[config.mk]
export PLATFORM = sky130hd
export DESIGN_NAME = ttt_game_ctrl_n
export DESIGN_NICKNAME = d
export VERILOG_FILES = /design/src/rtl/ttt_pkg.sv /design/src/rtl/ttt_line_checker.sv /design/src/rtl/ttt_game_ctrl_n.sv
export SDC_FILE = /design/constraint.sdc
export NUM_CORES = 1
export LEC_CHECK = 0
export CORE_MARGIN = 4
export CORE_UTILIZATION = 39
export CTS_BUF_LIST = sky130_fd_sc_hd__clkbuf_8
export DETAILED_ROUTE_END_ITERATION = 8
export SYNTH_ARGS = -nofsm -noshare
export SYNTH_HDL_FRONTEND = slang
export SYNTH_SLANG_ARGS = --single-unit
[constraint.sdc]
create_clock -name clk -period 2.55 [get_ports clk]
set_input_delay 0.51 -clock clk [delete_from_list [all_inputs] [get_ports clk]]
set_output_delay 0.51 -clock clk [all_outputs]
set_load 0.02 [all_outputs]
[src/rtl/ttt_pkg.sv]
// Shared types and constants for the tic-tac-toe game controller.
package ttt_pkg;

  // Contents of one board cell; 2'b11 is never written.
  typedef enum logic [1:0] {
    EMPTY = 2'b00,
    X     = 2'b01,
    O     = 2'b10
  } cell_t;

  // Controller states.
  typedef enum logic [2:0] {
    S_IDLE   = 3'd0,
    S_PLAY   = 3'd1,
    S_RANDOM = 3'd2,
    S_CHECK  = 3'd3,
    S_SWITCH = 3'd4,
    S_DONE   = 3'd5
  } state_t;

  // Winner codes reported on the winner output.
  localparam logic [1:0] W_NONE = 2'b00;
  localparam logic [1:0] W_X    = 2'b01;
  localparam logic [1:0] W_O    = 2'b10;
  localparam logic [1:0] W_TIE  = 2'b11;

  // Fibonacci taps 16,14,13,11 expressed as bit positions 15,13,12,10.
  localparam logic [15:0] LFSR_TAPS = 16'hB400;

  // One LFSR step: shift left, feed the tap parity into bit 0.
  function automatic logic [15:0] lfsr_next(input logic [15:0] s);
    return {s[14:0], ^(s & LFSR_TAPS)};
  endfunction

endpackage

[src/rtl/ttt_line_checker.sv]
// Combinational win detector: is any full row, column or diagonal owned by `player`?
module ttt_line_checker #(
  parameter int N = 3
) (
  input  logic [2*N*N-1:0] board,
  input  logic [1:0]       player,
  output logic             win
);

  logic [N-1:0] row_win;
  logic [N-1:0] col_win;
  logic [N-1:0] diag_hit;
  logic [N-1:0] anti_hit;

  genvar r, c;

  // Each row / column is a win when all N of its cells hold the player code.
  for (r = 0; r < N; r++) begin : g_line
    logic [N-1:0] row_hit;
    logic [N-1:0] col_hit;
    for (c = 0; c < N; c++) begin : g_cell
      assign row_hit[c] = (board[2*(r*N+c) +: 2] == player);
      assign col_hit[c] = (board[2*(c*N+r) +: 2] == player);
    end
    assign row_win[r] = &row_hit;
    assign col_win[r] = &col_hit;
    // Main diagonal cell (r,r) and anti-diagonal cell (r,N-1-r).
    assign diag_hit[r] = (board[2*(r*N+r) +: 2] == player);
    assign anti_hit[r] = (board[2*(r*N+(N-1-r)) +: 2] == player);
  end

  assign win = (|row_win) | (|col_win) | (&diag_hit) | (&anti_hit);

endmodule

[src/rtl/ttt_game_ctrl_n.sv]
// N x N tic-tac-toe controller: board register, move validation, per-turn
// countdown with a pseudo-random fallback move, and win/tie detection.
//
// Handshake: move_ready is high exactly while a player may move; a request
// is taken on any rising edge where move_valid && move_ready. The request is
// either written (redraw pulses next cycle) or refused (move_reject pulses
// next cycle); there is no back-pressure beyond move_ready.
module ttt_game_ctrl_n
  import ttt_pkg::*;
#(
  parameter int          N           = 3,
  parameter int          TURN_CYCLES = 250000000,
  parameter logic [15:0] LFSR_SEED   = 16'hACE1,
  localparam int         NC          = N * N,
  localparam int         PW          = $clog2(NC),
  localparam int         TW          = $clog2(TURN_CYCLES)
) (
  input  logic            clk,
  input  logic            rst,
  input  logic            start,
  input  logic            move_valid,
  input  logic [PW-1:0]   move_pos,
  output logic            move_ready,
  output logic            move_reject,
  output logic            cur_player,
  output logic [2*NC-1:0] board,
  output logic [TW-1:0]   time_left,
  output logic            timeout_move,
  output logic            redraw,
  output logic            game_over,
  output logic [1:0]      winner,
  output state_t          dbg_state
);

  localparam int            CW       = $clog2(NC + 1);
  localparam logic [PW:0]   NC_EXT   = (PW + 1)'(NC);
  localparam logic [PW-1:0] LAST_IDX = PW'(NC - 1);
  localparam logic [TW-1:0] TURN_MAX = TW'(TURN_CYCLES - 1);

  state_t            state_q, state_d;
  logic [2*NC-1:0]   board_q, board_d;
  logic              cur_player_q, cur_player_d;
  logic [TW-1:0]     time_left_q, time_left_d;
  logic [1:0]        winner_q, winner_d;
  logic [CW-1:0]     count_q, count_d;
  logic [PW-1:0]     scan_q, scan_d;
  logic [15:0]       lfsr_q, lfsr_d;
  logic              reject_q, reject_d;
  logic              tmove_q, tmove_d;
  logic              redraw_q, redraw_d;

  logic [1:0]        player_code;
  logic [1:0]        pos_cell;
  logic [1:0]        scan_cell;
  logic              pos_in_range;
  logic [PW-1:0]     seed_idx;
  logic [PW-1:0]     scan_next;
  logic              wr_en;
  logic [PW-1:0]     wr_idx;
  logic              win;

  assign player_code  = cur_player_q ? O : X;
  assign pos_in_range = ({1'b0, move_pos} < NC_EXT);
  assign seed_idx     = ({1'b0, lfsr_q[PW-1:0]} < NC_EXT) ? lfsr_q[PW-1:0] : '0;
  assign scan_next    = (scan_q == LAST_IDX) ? '0 : scan_q + PW'(1);

  // Line check for the player who just moved, on the already-updated board.
  ttt_line_checker #(.N(N)) u_line_checker (
    .board  (board_q),
    .player (player_code),
    .win    (win)
  );

  // Look up the cell addressed by the incoming request (empty if out of range).
  always_comb begin
    pos_cell = EMPTY;
    for (int i = 0; i < NC; i++) begin
      if (PW'(i) == move_pos) pos_cell = board_q[2*i +: 2];
    end
  end

  // Look up the cell currently examined by the random-move scan.
  always_comb begin
    scan_cell = EMPTY;
    for (int i = 0; i < NC; i++) begin
      if (PW'(i) == scan_q) scan_cell = board_q[2*i +: 2];
    end
  end

  // Next-state, board update, timer and pulse generation.
  always_comb begin
    state_d      = state_q;
    board_d      = board_q;
    cur_player_d = cur_player_q;
    time_left_d  = time_left_q;
    winner_d     = winner_q;
    count_d      = count_q;
    scan_d       = scan_q;
    lfsr_d       = lfsr_next(lfsr_q);
    reject_d     = 1'b0;
    tmove_d      = 1'b0;
    redraw_d     = 1'b0;
    wr_en        = 1'b0;
    wr_idx       = move_pos;

    case (state_q)
      S_IDLE, S_DONE: begin
        if (start) begin
          state_d      = S_PLAY;
          board_d      = '0;
          cur_player_d = 1'b0;
          winner_d     = W_NONE;
          count_d      = '0;
          time_left_d  = TURN_MAX;
          redraw_d     = 1'b1;
        end
      end

      S_PLAY: begin
        if (move_valid && pos_in_range && (pos_cell == EMPTY)) begin
          // An accepted move beats a simultaneous timer expiry.
          wr_en  = 1'b1;
          wr_idx = move_pos;
        end else if (move_valid) begin
          // Refused request: the clock keeps ticking, no reload.
          reject_d = 1'b1;
          if (time_left_q != '0) time_left_d = time_left_q - TW'(1);
        end else if (time_left_q == '0) begin
          state_d = S_RANDOM;
          scan_d  = seed_idx;
        end else begin
          time_left_d = time_left_q - TW'(1);
        end
      end

      S_RANDOM: begin
        // A free cell always exists here: a full board leaves via CHECK.
        if (scan_cell == EMPTY) begin
          wr_en   = 1'b1;
          wr_idx  = scan_q;
          tmove_d = 1'b1;
        end else begin
          scan_d = scan_next;
        end
      end

      S_CHECK: begin
        if (win) begin
          state_d  = S_DONE;
          winner_d = cur_player_q ? W_O : W_X;
        end else if (count_q == CW'(NC)) begin
          state_d  = S_DONE;
          winner_d = W_TIE;
        end else begin
          state_d = S_SWITCH;
        end
      end

      S_SWITCH: begin
        cur_player_d = ~cur_player_q;
        time_left_d  = TURN_MAX;
        state_d      = S_PLAY;
      end

      default: state_d = S_IDLE;
    endcase

    if (wr_en) begin
      for (int i = 0; i < NC; i++) begin
        if (PW'(i) == wr_idx) board_d[2*i +: 2] = player_code;
      end
      count_d  = count_q + CW'(1);
      redraw_d = 1'b1;
      state_d  = S_CHECK;
    end
  end

  // State, board, timer, LFSR and pulse registers with synchronous reset.
  always_ff @(posedge clk) begin
    if (rst) begin
      state_q      <= S_IDLE;
      board_q      <= '0;
      cur_player_q <= 1'b0;
      time_left_q  <= '0;
      winner_q     <= W_NONE;
      count_q      <= '0;
      scan_q       <= '0;
      lfsr_q       <= LFSR_SEED;
      reject_q     <= 1'b0;
      tmove_q      <= 1'b0;
      redraw_q     <= 1'b0;
    end else begin
      state_q      <= state_d;
      board_q      <= board_d;
      cur_player_q <= cur_player_d;
      time_left_q  <= time_left_d;
      winner_q     <= winner_d;
      count_q      <= count_d;
      scan_q       <= scan_d;
      lfsr_q       <= lfsr_d;
      reject_q     <= reject_d;
      tmove_q      <= tmove_d;
      redraw_q     <= redraw_d;
    end
  end

  assign move_ready   = (state_q == S_PLAY);
  assign game_over    = (state_q == S_DONE);
  assign move_reject  = reject_q;
  assign timeout_move = tmove_q;
  assign redraw       = redraw_q;
  assign cur_player   = cur_player_q;
  assign board        = board_q;
  assign time_left    = time_left_q;
  assign winner       = winner_q;
  assign dbg_state    = state_q;

endmodule
# Yosys cells after proc, flatten, opt, wreduce, memory -nomap -nowiden
# Cells that the tools add are included.
word_totals:
  register_bits: 79
  out_inout_bits: 57
  in_bits: 8
op_classes:
  bitwise: 6
  n_mux: 70
  eq_ne: 53
  n_reduce_logical: 38
  n_lt_le_gt_ge: 2
  n_addsub: 3
op_table:
  columns: ["op", "count"]
  rows:
  - ["two-way mux 28 bit", 5]
  - ["case mux 28 bit (3 select lines)", 1]
  - ["two-way mux 2 bit", 32]
  - ["two-way mux 18 bit", 3]
  - ["equality test 3 x 4 -> 1 bit, first input constant", 12]
  - ["two-way mux 4 bit", 11]
  - ["logical NOT 28 bit", 1]
  - ["nonzero test 28 bit", 1]
  - ["subtractor 28 x 1 -> 28 bit, second input constant", 1]
  - ["AND reduction 3 bit", 9]
  - ["equality test 2 x 4 -> 1 bit, first input constant", 6]
  - ["AND reduction 5 bit", 4]
  - ["equality test 2 bit", 9]
  - ["parity 16 bit", 1]
  - ["case mux 3 bit (5 select lines)", 1]
  - ["equality test 1 x 4 -> 1 bit, first input constant", 3]
  - ["equality test 4 bit, first input constant", 3]
  - ["logical NOT 4 bit", 3]
  - ["two-way mux 3 bit", 4]
  - ["inequality test 2 bit, second input constant", 5]
  - ["nonzero test 2 bit", 5]
  - ["two-way mux 1 bit", 9]
  - ["inequality test 3 x 2 -> 1 bit, second input constant", 3]
  - ["inequality test 3 bit, second input constant", 3]
  - ["20 further kinds", 37]

# Depth between registers and ports, before layout
depth:
  word_depth: 16
  depth_mapped: 12

# By module
# From an unflattened synthesis, not the netlist that was laid out.
hier_totals:
  cells_unflattened: 534
  hier_area_um2: 4480.5
modules_own_cells:
  columns: ["mod", "cells_each", "seq_area_each_um2", "area_each_um2", "instances"]
  rows:
  - ["ttt_game_ctrl_n", 479, 1581.5, 4090.2, 1]
  - ["ttt_line_checker", 55, 0.0, 390.4, 1]

# Least setup slack after synthesis
# OpenSTA, ideal clock, no wires.
synth_timing:
  kind: "flip-flop to flip-flop"
  startpoint: "register scan_q[0]"
  endpoint: "register count_q[2]"
  setup_slack_ns: -0.246
  arrival_time_ns: 2.674
  setup_ns: 0.122
  required_ns: 2.428
  stages_incl_launch_ff: 11
  cell_sequence: "dfxtp_1 > clkbuf_1 > inv_1 > ha_1 > or4b_2 > a32oi_1 > o221ai_2 > a21bo_2 > clkbuf_1 > a21oi_1 > a311o_1"
synth_via:
  elab_chain_len: 15
synth_rtl:
  columns: ["element", "line", "text"]
  rows:
  - ["from (decl)", "ttt_game_ctrl_n.sv:46", "logic [PW-1:0] scan_q, scan_d;"]
  - ["from (signal assigned)", "ttt_game_ctrl_n.sv:199", "scan_q <= scan_d;"]
  - ["logical NOT 4 bit", "ttt_game_ctrl_n.sv:86", "if (PW'(i) == scan_q) scan_cell = board_q[2*i +: 2];"]
  - ["two-way mux 2 bit (8 in a row)", "ttt_game_ctrl_n.sv:86", null]
  - ["two-way mux 2 bit (*)", "ttt_game_ctrl_n.sv:86", null]
  - ["logical NOT 2 bit (*)", "ttt_game_ctrl_n.sv:138", "if (scan_cell == EMPTY) begin"]
  - ["two-way mux 1 bit (*)", "ttt_game_ctrl_n.sv:138", null]
  - ["case mux 1 bit (2 select lines) (*)", "ttt_game_ctrl_n.sv:106", "case (state_q)"]
  - ["nonzero test 2 bit (no line)", null, null]
  - ["AND reduction 2 bit (no line)", null, null]
  - ["to (signal assigned)", "ttt_game_ctrl_n.sv:198", "count_q <= count_d;"]
  - ["to (decl)", "ttt_game_ctrl_n.sv:45", "logic [CW-1:0] count_q, count_d;"]
# Every way passes the cells marked *; elsewhere a longest branch is shown, timed or not.
# A chain may end at the register's enable or synchronous reset.

# Worst setup path in the final report
layout_timing:
  startpoint: "register time_left_q[1] (netlist: time_left[1])"
  endpoint: "register time_left_q[15] (netlist: time_left[15])"
layout_via:
  elab_chain_len: 5
layout_rtl:
  columns: ["element", "line", "text"]
  rows:
  - ["from (decl)", "ttt_game_ctrl_n.sv:43", "logic [TW-1:0] time_left_q, time_left_d;"]
  - ["from (signal assigned)", "ttt_game_ctrl_n.sv:196", "time_left_q <= time_left_d;"]
  - ["subtractor 28 x 1 -> 28 bit", "ttt_game_ctrl_n.sv:127, ttt_game_ctrl_n.sv:132", null]
  - ["two-way mux 28 bit, on equally long branches", "ttt_game_ctrl_n.sv:128, ttt_game_ctrl_n.sv:127", null]
  - ["two-way mux 28 bit", "ttt_game_ctrl_n.sv:124", "end else if (move_valid) begin"]
  - ["two-way mux 28 bit", "ttt_game_ctrl_n.sv:120", "if (move_valid && pos_in_range && (pos_cell == EMPTY)) begin"]
  - ["case mux 28 bit (3 select lines)", "ttt_game_ctrl_n.sv:106", null]
# Parallel ways exist; a longest one is shown, timed or not. The select of a mux whose other input is x is not followed.

==> impl_metrics.csv <==
group,metric,value,unit
status,outcome,"finished clean",
floorplanning,core_area,10800,um^2
setup_path,required,2.77,ns
global_routing,grt_first_pass_wirelength,22300,um
global_routing,antenna_found_initial,0,
sta,hold_violations,0,
setup_path,slowest_stage,"or4b_4",
floorplanning,start_util,39.8,%
clock_tree,cts_tree,"done",
clock_tree,htreeDepth,3,
worst_hold_path,worstHoldPathCells,1,
sta,slew_viol_final,0,
yosys,synth_nets,516,
global_routing,grt_pass1_vias,4406,
run,maxCapViolCount,0,
setup_path,ff2ff_path_depth,8,
yosys,synth_cell_types,75,
yosys,yosys-top-cells-area,"dfxtp_1 (37%), mux2i_1 (5.1%), nand2_1 (4.0%)",
clock_tree,clock_latency,0.36,ns
layout,final_layout_size_suffix_gt1_share,35.7,%
floorplanning,die_w,113,um
worst_hold_path,min_to,"lfsr_q[5]",
setup_path,crit_type,"reg -> reg",
layout,diodes,0,
setup_path,cp_max_fo,3,
yosys,synth_area_leader_cell,"dfxtp_1",
sta,fin_skew,0.0156,ns
yosys,yosysSeqAreaShare,36.7,%
clock_tree,numCtsBuffers,9,
sta,post-route-min-period,2.55,ns
setup_path,worst_path_dominant_cell_family,"simple AND/OR/NAND/NOR gates",
detailed_routing,drt_iter0_markers,311,
setup_path,crit_chain,"or3_4, or4b_4, or2_4, buf_6, or4_4, nor3_4, xnor2_1, a21oi_1",
yosys,yosysWarnings,0,
setup_path,rrSetupSlack,0.001,ns
floorplanning,die-area,12800,um^2
sta,rsz0062_at_grt,"yes",
setup_path,crit_buf_inv,1,
detailed_routing,drc,0,
placement,gp_congestion,0.873,
sta,worst_hold_slack,0.419,ns
worst_hold_path,min_from,"lfsr_q[4]",
yosys,synth-edff-count,0,
placement,port_buffers,64,
floorplanning,ios,65,
power,p_leak,0.00245,uW
clock_tree,cts_sinks,79,
detailed_routing,dr.pass1.iters,5,
global_routing,grt_use_total,21.3,%
detailed_routing,vias_per_cell,5.57,
setup_path,r2r_end,"time_left[15]",
worst_hold_path,hold_path_class,"reg -> reg",
setup_path,crit_path_start_kind,"register",
floorplanning,row_count,38,
detailed_routing,wire_per_inst,17.0,um
setup_path,worst_ep_arrival_time,2.77,ns
setup_path,rr_startpoint,"time_left[1]",
sta,finalCritPeriodShare,100,%
setup_path,slowest_delay,0.49,ns
clock_tree,holdBufCountCts,0,
detailed_routing,postRouteAntennaNets,0,
yosys,ys_dominant_reg_cell,"dfxtp_1",
yosys,syn_inst,501,
clock_tree,cts.clk_slew.worst_paths,0.09,ns
sta,tightest_slew,0.504,ns
power,vdd_drop_max,556,uV
yosys,netlist_top_cells_count,"dfxtp_1 (79), nand2_1 (46), nor2_1 (38)",
power,power_density,973,nW/um^2
detailed_routing,vias,4508,
floorplanning,die_h,113,um
sta,max-slew-margin-rel,66.4,%
global_routing,grt_max_degree,46,
sta,fmax,392,MHz
yosys,synthesis.area,4310,um^2
clock_tree,cts-root-buf,"clkbuf_8",
clock_tree,cts_buffer_depth,2,
yosys,synth_seq_cells,79,
placement,dp_hpwl,9870,um
sta,finalSetupViolCount,0,
layout,nets,680,
yosys,avgSynthCellArea,8.61,um^2
layout,post-route-util,61.0,%
layout,syn2layout_area_growth,53.2,%
yosys,synth.top_cell.area_share,36.7,%
detailed_routing,wl,13800,um
yosys,synthArstFlopShare,0,%
setup_path,end_kind,"register",
global_routing,grt_overflow,0,
yosys,synth_most_common_cell,"dfxtp_1",
-- metrics by stage --
stage / power, uW / worst slack [ns] / cell area [um^2] / std cells / TNS, ns
after global placement: 4680 / -0.538 / 5790 / 771 / -21.92
after global routing: 6840 / -0.0776 / 6610 / 810 / -0.436
after floorplan: 3460 / -0.0693 / 4440 / 501 / -0.401
after detailed placement: 4730 / -0.636 / 5790 / 771 / -23.99
final: 6430 / 0.00118 / 6610 / 810 / 0
after CTS: 6060 / -0.0250 / 6260 / 802 / -0.0362
-- state kept, by name, summed over array words and instances (netlist names) --
signal	count
timeout_move	1
scan_q	4
lfsr_q	16
dbg_state	3
count_q	4
redraw	1
move_reject	1
winner	2
time_left	28
board	18
cur_player	1
-- layout by cell type, fill, tap and decap left out, types with 13 or more instances in the layout --
cell type / Yosys / final
dfxtp_1: 79 / 73
a21oi_1: 23 / 19
nand2b_1: 18 / 16
nand2_1: 46 / 46
nor2_1: 38 / 32
clkdlybuf4s50_1: 0 / 59
nor2b_1: 17 / 13
or2_2: 14 / 14
mux2i_1: 22 / 21
buf_4: 3 / 96
-- worst reg2reg max path, cell delays in order (launching register included) --
cell and delay (ns):
dfxtp_4 0.37, or3_4 0.39, or4b_4 0.49, or2_4 0.28, buf_6 0.12, or4_4 0.43, nor3_4 0.14, xnor2_1 0.13
a21oi_1 0.07
-- cell families after synthesis --
family | synth area share [%]
DFF | 36.7
muxes | 6.93
buffers and inverters | 4.15
adders and majority gates | 2.03
AOI/OAI and AO/OA | 18.0
xor gates and xnor gates | 2.23
and+or+nand+nor | 29.9
-- worst max-delay path by stage --
stage                 start             to  slack, ns  depth (start not counted)
6_report       time_left[1]  time_left[15]      0.001                          8
3_3_place_gp    move_pos[0]  time_left[24]      -0.54                         10
2_1_floorplan   move_pos[0]  time_left[17]      -0.07                          9
5_1_grt        time_left[1]  time_left[18]      -0.08                         11
3_5_place_dp    move_pos[1]  time_left[24]      -0.64                          9
4_1_cts        time_left[1]  time_left[27]      -0.03                          6
-- routing by layer --
metal,up-vias,share of wire (%),GRT usage (%)
met2,124,49,35.0
met5,-,0,0
met3,26,4.7,3.64
met1,2179,44,28.2
met4,0,2.5,7.29
li1,2179,-,-
-- area by class of cell --
| cell class | instances | area, um^2 |
|---|---|---|
| fillers | 937 | 4230 |
| multi-input cells | 385 | 2960 |
| repair buffers | 177 | 1610 |
| flip-flops and latches | 79 | 1600 |
| well taps | 140 | 175 |
| clock buffers | 9 | 124 |
| clock inverters | 7 | 85.1 |
| inverters | 13 | 60.1 |
-- where the power goes --
group,total (uW),internal (uW),switching [uW],leakage [uW]
sequential,1710,1470,233,0.000651
clock,993,473,520,0.000100
combinational,3730,1870,1860,0.00170
-- what timing repair did --
action	4_1_cts	5_1_grt
hold endpoints to repair	0	0
setup endpoints to repair	44	42
pin swaps	21	24
setup buffers	12	8
gates cloned	3	0
resized for setup	29	72
Note: power is estimated with default switching activity, not from simulation.
